<file path="config.mk">
export PLATFORM = sky130hd
export DESIGN_NAME = alarm_dismiss_game_flat
export DESIGN_NICKNAME = d
export VERILOG_FILES = /design/src/rtl/alarm_game_pkg.sv /design/src/rtl/alarm_dismiss_game_if.sv /design/src/rtl/lfsr16.sv /design/src/rtl/alarm_dismiss_game.sv /design/src/flat_wrapper.sv
export SDC_FILE = /design/constraint.sdc
export NUM_CORES = 1
export LEC_CHECK = 0
export ABC_AREA = 0
export BUFFER_PORTS_ARGS = -buffer_cell sky130_fd_sc_hd__buf_2
export CAP_MARGIN = 20
export CELL_PAD_IN_SITES_DETAIL_PLACEMENT = 1
export CELL_PAD_IN_SITES_GLOBAL_PLACEMENT = 1
export CORE_MARGIN = 3
export CORE_UTILIZATION = 45
export CTS_CLUSTER_DIAMETER = 60
export DETAILED_ROUTE_END_ITERATION = 7
export GPL_ROUTABILITY_DRIVEN = 0
export PLACE_DENSITY_LB_ADDON = 0.25
export SYNTH_ARGS = -nofsm -noshare
export SYNTH_HDL_FRONTEND = slang
export SYNTH_SLANG_ARGS = --single-unit
</file>
<file path="constraint.sdc">
create_clock -name clk_osc -period 36.7 [get_ports clk_osc]
set_input_delay 5.505 -clock clk_osc [delete_from_list [all_inputs] [get_ports clk_osc]]
set_output_delay 5.505 -clock clk_osc [all_outputs]
set_load 0.1 [all_outputs]
</file>
<file path="src/rtl/alarm_game_pkg.sv">
// Shared types and constants for the alarm dismissal mini-game.
package alarm_game_pkg;

   typedef enum logic [2:0] {
      IDLE,
      RING,
      ARM,
      SHOW,
      DONE
   } state_e;

   localparam logic [15:0] LFSR_TAPS = 16'hB400;

   localparam int unsigned ROUND_W = 4;
   localparam int unsigned SEC_W   = 6;
   localparam int unsigned FAIL_W  = 8;

   // Fibonacci step: taps 16,14,13,11 map to bits 15,13,12,10, shifting toward the MSB.
   function automatic logic [15:0] lfsr_step(input logic [15:0] s);
      return {s[14:0], ^(s & LFSR_TAPS)};
   endfunction

endpackage

</file>
<file path="src/rtl/alarm_dismiss_game_if.sv">
// Game control/status bundle between the alarm logic and the dismissal game.
interface alarm_dismiss_game_if #(
   parameter int unsigned NUM_SW = 10
);
   import alarm_game_pkg::*;

   logic                 alarm_trig;
   logic                 alarm_en;
   logic                 start;
   logic [NUM_SW-1:0]    sw;
   logic                 ringing;
   logic [NUM_SW-1:0]    target_led;
   logic [ROUND_W-1:0]   round_idx;
   logic [SEC_W-1:0]     sec_left;
   logic                 dismissed;
   logic [FAIL_W-1:0]    fail_cnt;

   modport master (
      output alarm_trig, alarm_en, start, sw,
      input  ringing, target_led, round_idx, sec_left, dismissed, fail_cnt
   );

   modport slave (
      input  alarm_trig, alarm_en, start, sw,
      output ringing, target_led, round_idx, sec_left, dismissed, fail_cnt
   );

endinterface

</file>
<file path="src/rtl/lfsr16.sv">
// Free-running 16-bit Fibonacci LFSR used to pick game targets.
module lfsr16
   import alarm_game_pkg::*;
#(
   parameter logic [15:0] SEED = 16'hACE1
) (
   input  logic        clk_osc,
   input  logic        rst,
   output logic [15:0] state
);

   always_ff @(posedge clk_osc) begin
      if (rst) state <= SEED;
      else     state <= lfsr_step(state);
   end

endmodule

</file>
<file path="src/rtl/alarm_dismiss_game.sv">
// Alarm dismissal game: keeps the alarm ringing until ROUNDS random switch targets
// are hit in a row, each within TIMEOUT_SEC seconds.
module alarm_dismiss_game
   import alarm_game_pkg::*;
#(
   parameter int unsigned NUM_SW        = 10,
   parameter int unsigned ROUNDS        = 3,
   parameter int unsigned TICKS_PER_SEC = 1000,
   parameter int unsigned TIMEOUT_SEC   = 5,
   parameter logic [15:0] LFSR_SEED     = 16'hACE1
) (
   input  logic                clk_osc,
   input  logic                rst,
   alarm_dismiss_game_if.slave bus
);

   localparam int unsigned TGT_W = (NUM_SW > 1) ? $clog2(NUM_SW) : 1;
   localparam int unsigned PRE_W = (TICKS_PER_SEC > 1) ? $clog2(TICKS_PER_SEC) : 1;

   state_e             state, state_nxt;
   logic [15:0]        lfsr;
   logic               start_q;
   logic [PRE_W-1:0]   pre_cnt, pre_nxt;
   logic [TGT_W-1:0]   tgt, tgt_nxt, pick;
   logic               tgt_vld, tgt_vld_nxt;
   logic [ROUND_W-1:0] round_q, round_nxt;
   logic [SEC_W-1:0]   sec_q, sec_nxt;
   logic [FAIL_W-1:0]  fail_q, fail_nxt;
   logic               ringing_q, ringing_nxt;
   logic [NUM_SW-1:0]  led_q, led_nxt;
   logic               dismissed_q, dismissed_nxt;
   logic [15:0]        cand;
   logic [NUM_SW-1:0]  tgt_oh;
   logic               start_rise, wrap, timeout;

   lfsr16 #(.SEED(LFSR_SEED)) u_lfsr (
      .clk_osc (clk_osc),
      .rst     (rst),
      .state   (lfsr)
   );

   assign start_rise = bus.start & ~start_q;
   assign tgt_oh     = NUM_SW'(1) << tgt;
   assign wrap       = (pre_cnt == PRE_W'(TICKS_PER_SEC - 1));
   assign timeout    = wrap && (sec_q <= SEC_W'(1));

   // Next target: LFSR modulo switch count, bumped by one if it repeats the last target.
   always_comb begin
      cand = lfsr % 16'(NUM_SW);
      if (tgt_vld && (cand == 16'(tgt))) cand = (cand + 16'd1) % 16'(NUM_SW);
      pick = TGT_W'(cand);
   end

   always_comb begin
      state_nxt     = state;
      pre_nxt       = pre_cnt;
      tgt_nxt       = tgt;
      tgt_vld_nxt   = tgt_vld;
      round_nxt     = round_q;
      sec_nxt       = sec_q;
      fail_nxt      = fail_q;
      dismissed_nxt = 1'b0;
      ringing_nxt   = 1'b0;
      led_nxt       = '0;

      case (state)
         IDLE: begin
            round_nxt = '0;
            sec_nxt   = '0;
            if (bus.alarm_trig) state_nxt = RING;
         end
         RING: begin
            round_nxt = '0;
            if (start_rise) state_nxt = ARM;
         end
         ARM: begin
            if (bus.sw == '0) begin
               tgt_nxt     = pick;
               tgt_vld_nxt = 1'b1;
               sec_nxt     = SEC_W'(TIMEOUT_SEC);
               pre_nxt     = '0;
               state_nxt   = SHOW;
            end
         end
         SHOW: begin
            pre_nxt = wrap ? '0 : pre_cnt + PRE_W'(1);
            if (wrap) sec_nxt = sec_q - SEC_W'(1);
            // Correct match wins over a wrong switch, which wins over timeout.
            if (bus.sw == tgt_oh) begin
               round_nxt = round_q + ROUND_W'(1);
               state_nxt = (round_nxt == ROUND_W'(ROUNDS)) ? DONE : ARM;
            end else if ((bus.sw != '0) || timeout) begin
               if (fail_q != '1) fail_nxt = fail_q + FAIL_W'(1);
               round_nxt = '0;
               sec_nxt   = '0;
               state_nxt = RING;
            end
         end
         DONE: begin
            dismissed_nxt = 1'b1;
            round_nxt     = '0;
            state_nxt     = IDLE;
         end
         default: state_nxt = IDLE;
      endcase

      // Turning the alarm off abandons the game silently from any state.
      if (!bus.alarm_en) begin
         state_nxt     = IDLE;
         tgt_nxt       = tgt;
         tgt_vld_nxt   = tgt_vld;
         round_nxt     = '0;
         sec_nxt       = '0;
         dismissed_nxt = 1'b0;
      end

      ringing_nxt = (state_nxt == RING) || (state_nxt == ARM) || (state_nxt == SHOW);
      led_nxt     = (state_nxt == SHOW) ? (NUM_SW'(1) << tgt_nxt) : '0;
   end

   always_ff @(posedge clk_osc) begin
      if (rst) begin
         state       <= IDLE;
         start_q     <= 1'b0;
         pre_cnt     <= '0;
         tgt         <= '0;
         tgt_vld     <= 1'b0;
         round_q     <= '0;
         sec_q       <= '0;
         fail_q      <= '0;
         ringing_q   <= 1'b0;
         led_q       <= '0;
         dismissed_q <= 1'b0;
      end else begin
         state       <= state_nxt;
         start_q     <= bus.start;
         pre_cnt     <= pre_nxt;
         tgt         <= tgt_nxt;
         tgt_vld     <= tgt_vld_nxt;
         round_q     <= round_nxt;
         sec_q       <= sec_nxt;
         fail_q      <= fail_nxt;
         ringing_q   <= ringing_nxt;
         led_q       <= led_nxt;
         dismissed_q <= dismissed_nxt;
      end
   end

   assign bus.ringing    = ringing_q;
   assign bus.target_led = led_q;
   assign bus.round_idx  = round_q;
   assign bus.sec_left   = sec_q;
   assign bus.dismissed  = dismissed_q;
   assign bus.fail_cnt   = fail_q;

endmodule

</file>
<file path="src/flat_wrapper.sv">
// flat-port wrapper written by rule: the top's interface ports become plain ports
module alarm_dismiss_game_flat import alarm_game_pkg::*;
#(
   parameter int unsigned NUM_SW        = 10,
   parameter int unsigned ROUNDS        = 3,
   parameter int unsigned TICKS_PER_SEC = 1000,
   parameter int unsigned TIMEOUT_SEC   = 5,
   parameter logic [15:0] LFSR_SEED     = 16'hACE1
)
  (clk_osc, rst, bus_alarm_trig, bus_alarm_en, bus_start, bus_sw, bus_ringing, bus_target_led, bus_round_idx, bus_sec_left, bus_dismissed, bus_fail_cnt);
  alarm_dismiss_game_if #(.NUM_SW(NUM_SW)) bus_i ();
  input  logic clk_osc;
  input  logic rst;
  input wire logic [$bits(bus_i.alarm_trig)-1:0] bus_alarm_trig;
  input wire logic [$bits(bus_i.alarm_en)-1:0] bus_alarm_en;
  input wire logic [$bits(bus_i.start)-1:0] bus_start;
  input wire logic [$bits(bus_i.sw)-1:0] bus_sw;
  output wire logic [$bits(bus_i.ringing)-1:0] bus_ringing;
  output wire logic [$bits(bus_i.target_led)-1:0] bus_target_led;
  output wire logic [$bits(bus_i.round_idx)-1:0] bus_round_idx;
  output wire logic [$bits(bus_i.sec_left)-1:0] bus_sec_left;
  output wire logic [$bits(bus_i.dismissed)-1:0] bus_dismissed;
  output wire logic [$bits(bus_i.fail_cnt)-1:0] bus_fail_cnt;
  assign bus_i.alarm_trig = bus_alarm_trig;
  assign bus_i.alarm_en = bus_alarm_en;
  assign bus_i.start = bus_start;
  assign bus_i.sw = bus_sw;
  assign bus_ringing = bus_i.ringing;
  assign bus_target_led = bus_i.target_led;
  assign bus_round_idx = bus_i.round_idx;
  assign bus_sec_left = bus_i.sec_left;
  assign bus_dismissed = bus_i.dismissed;
  assign bus_fail_cnt = bus_i.fail_cnt;
  alarm_dismiss_game #(.NUM_SW(NUM_SW), .ROUNDS(ROUNDS), .TICKS_PER_SEC(TICKS_PER_SEC), .TIMEOUT_SEC(TIMEOUT_SEC), .LFSR_SEED(LFSR_SEED)) u_core (.clk_osc(clk_osc), .rst(rst), .bus(bus_i));
endmodule
</file>
==> key figures <==
Run status
  – Status: completed

Clock tree
  – Clk pin slew, worst setup/hold paths: 60 ps
  – CTS Sinks: 65
  – CTS buffer count: 9
  – Worst-Skew Late Latency: 330 ps
  – CTS root buf: clkbuf_16
  – CTS tree: done
  – Post CTS Setup Buffer Count: 0
  – Cts hold-fix bufs: 0
  – H-tree Lvls: 3
  – Clock Path Buffers: 2
  – Resize count post-CTS: 0

Route
  – # DRC: 0
  – Detailed Routing Iterations Pass 1: 5
  – Post-route ant nets: 0
  – Initial drt markers: 523
  – Total Wirelength: 30100 um
  – DR vias/cell: 6.54
  – Wire per inst: 19.1 um
  – Vias: 10300

STA
  – Max Transition Viols Final: 0
  – Least-Margin Pin Slew: 985 ps
  – Setup clock skew after layout: 6.79 ps
  – Final Hold Viols: 0
  – Setup tns final: 0 ps
  – Worst slew margin: 33.7%
  – FMAX: 0.0636 GHz
  – Final setup vio count: 0
  – Final Critical Period: 15720 ps
  – RSZ-0062 raised after global routing: no
  – Tcrit/Tclk final: 42.8%

Yosys
  – Post-Synth XOR/XNOR Area: 7.38%
  – Multiplexer area fraction after synthesis: 2.44%
  – Fraction of registers with async set/reset: 0%
  – Ys flop type: dfxtp_1
  – Post-Synth Adder-Cell Area: 2.09%
  – Syn Nets: 1337
  – Distinct cells, synth: 127
  – Largest family of logic cells by synthesized area: compound AO/OA/AOI/OAI gates
  – Post-synthesis sequential area ratio: 14.0%
  – Simple-gate share of the synthesized area: 33.1%
  – Compound-Gate Fraction of Synth Area: 36.0%
  – Synth Instances: 1309
  – Mean Syn Cell Area: 7.12 sq um
  – Post-synth EDFFs: 0
  – Flops & latches, synth: 65
  – Synthesized cell area: 9320 sq um
  – Synth warn: 0

Floorplan
  – Die ar.: 22500 sq um
  – Initial Utilization: 45.9%
  – Die Span Y: 150 um
  – Ports: 45
  – Site Rows: 52
  – Die Width: 150 um
  – Core area: 20300 sq um

GRT
  – Grt ovf: 0
  – All-Layer GR Usage: 26.3%
  – Largest net degree at the start of global routing: 42
  – Initial antenna violation count: 0
  – Vias in the first global route: 10200
  – Global-route wire length before repair: 50600 um

Layout
  – Antenna diodes: 0
  – Area Growth Syn to Fin: 6.00%
  – Final #Nets: 1327
  – Filler cell count: 2651
  – Fraction of final layout cells sized beyond drive strength 1: 12.3%
  – Most common cell after layout, fill and taps aside: nor2_1
  – Most frequent cells in the layout: 156 x nor2_1, 107 x nand2_1, 83 x a21oi_1, 66 x o21ai_0, 65 x dfxtp_1

Worst setup path
  – Critical Path Source Type: flip-flop
  – R2R Path Start: u_core.u_lfsr.state[12]$_SDFF_PP0_
  – Largest stage delay, worst path: 830 ps
  – CP Data Arrival Time: 15970 ps
  – Critical path type: flip-flop to flip-flop
  – Crit path max fanout: 15
  – Reg2Reg Setup Slack: 20980 ps
  – Worst path required time: 36960 ps
  – Worst r2r path cells: 47
  – CP Capture Type: flip-flop
  – FF-to-FF End: u_core.bus.target_led[0]$_SDFF_PP0_
  – Slowest stage cell, crit path: xnor2_1

Job
  – Max-cap violations: 0

Worst hold path
  – Worst hold path cell count: 2
  – Worst min path class: flip-flop to flip-flop
  – Hold EP: u_core.tgt_vld$_SDFFE_PP0P_
  – Min-Delay Startpoint: u_core.tgt_vld$_SDFFE_PP0P_

Place
  – Hpwl dp: 23000 um
  – PortBufs: 44
worst max-delay path by stage:
stage          cells past startpoint                                  end                                from
6_report                          47  u_core.bus.target_led[0]$_SDFF_PP0_  u_core.u_lfsr.state[12]$_SDFF_PP0_
5_1_grt                           47  u_core.bus.target_led[0]$_SDFF_PP0_  u_core.u_lfsr.state[12]$_SDFF_PP0_
2_1_floorplan                     51  u_core.bus.target_led[0]$_SDFF_PP0_  u_core.u_lfsr.state[12]$_SDFF_PP0_
3_5_place_dp                      46  u_core.bus.target_led[0]$_SDFF_PP0_  u_core.u_lfsr.state[12]$_SDFF_PP0_
4_1_cts                           46  u_core.bus.target_led[8]$_SDFF_PP0_  u_core.u_lfsr.state[12]$_SDFF_PP0_
3_3_place_gp                      45  u_core.bus.target_led[9]$_SDFF_PP0_  u_core.u_lfsr.state[12]$_SDFF_PP0_
worst max-delay path: cells and delay by family, from the launching register on:
family | cells | cell delay [ps]
buffers and inverters | 3 | 500
flip-flops | 1 | 520
AO/OA/AOI/OAI | 22 | 6490
adder cells (fa/ha/maj) | 3 | 1000
AND/OR/NAND/NOR | 16 | 5290
XOR/XNOR | 3 | 1780
layout make-up:
| cell class | instances | area (sq um) | share of cell area (%) |
|---|---|---|---|
| Clock buffer | 9 | 225 | 2.28 |
| Clock inverter | 6 | 68.8 | 0.696 |
| Inverter | 42 | 158 | 1.60 |
| Multi-Input combinational cell | 1134 | 7550 | 76.4 |
| Sequential cell | 65 | 1300 | 13.2 |
| Tap cell | 270 | 338 | 3.42 |
| Timing Repair Buffer | 47 | 240 | 2.43 |
cell usage after synthesis, types with 6 or more instances:
library cell | n | area (sq um)
xor2_1 | 14 | 123
nor4b_1 | 7 | 61.3
nand2_1 | 107 | 402
nor3b_1 | 9 | 67.6
dfxtp_1 | 65 | 1300
xnor2_1 | 49 | 429
o2111ai_1 | 8 | 70.1
and2_1 | 7 | 43.8
a31oi_1 | 18 | 113
nor3_1 | 61 | 305
and3_1 | 22 | 138
a2111oi_0 | 8 | 70.1
buf_2 | 16 | 80.1
or3_1 | 17 | 106
o21a_1 | 13 | 97.6
or2_2 | 13 | 81.3
a21o_1 | 10 | 75.1
a32oi_1 | 7 | 61.3
inv_1 | 40 | 150
clkbuf_1 | 45 | 169
a21oi_1 | 83 | 415
a211oi_1 | 19 | 143
nor4_1 | 23 | 144
or4_1 | 6 | 45.0
o22ai_1 | 12 | 75.1
mux2i_1 | 12 | 120
nand3b_1 | 10 | 75.1
o21ai_1 | 19 | 95.1
o31ai_1 | 20 | 150
nand4_1 | 25 | 156
a211o_1 | 10 | 87.6
nor2_1 | 156 | 586
o211ai_1 | 21 | 158
o21ai_0 | 66 | 330
nor2b_1 | 13 | 81.3
ha_1 | 13 | 163
a22oi_1 | 10 | 75.1
and4_1 | 7 | 61.3
nand2b_1 | 17 | 106
o311a_1 | 6 | 60.1
nand3_1 | 47 | 235
layer usage:
layer  wire length [um]  part of all wire (%)  GRT usage (%)  vias to the layer above
met5                  0                     0              0                        -
met4                254                  0.84           4.99                        0
met3               1060                   3.5           3.09                       26
met2              14300                    48           44.7                      189
met1              14400                    48           36.2                     5084
li1                   -                     -              -                     4981
flip-flops by register name (all words and copies together), names as in the netlist, 3 cells and up:
register               cells
u_core.bus.target_led     10
u_core.u_lfsr.state       16
u_core.bus.fail_cnt        8
u_core.pre_cnt            10
u_core.tgt                 4
u_core.bus.sec_left        6
u_core.bus.round_idx       4
u_core.state               3
kinds of logic (layout without fill, tap and decap cells):
kind of cell               count (synthesis)  in the layout
adders and majority gates                 16             16
xor gates and xnor gates                  71             71
DFF                                       65             65
and+or+nand+nor                          585            585
muxes                                     21             21
buffers and inverters                    110            104
AOI/OAI and AO/OA                        441            441
through the flow:
| step | cell area [sq um] | std cells | hold slack [ps] | utilization [%] | setup slack (ps) |
|---|---|---|---|---|---|
| final | 9880 | 1573 | 455 | 48.7 | 20980 |
| after global routing | 9880 | 1573 | 490 | 48.7 | 19640 |
| after CTS | 9880 | 1572 | 459 | 48.7 | 20790 |
| after detailed placement | 9580 | 1557 | 450 | 47.2 | 20880 |
| after global placement | 9580 | 1557 | 447 | 47.2 | 21450 |
| after floorplan | 9320 | 1309 | 432 | - | 24420 |
Power is left out: the tool's default activity adds up to more than one toggle a clock period on the data nets, which glitch-free logic cannot reach.
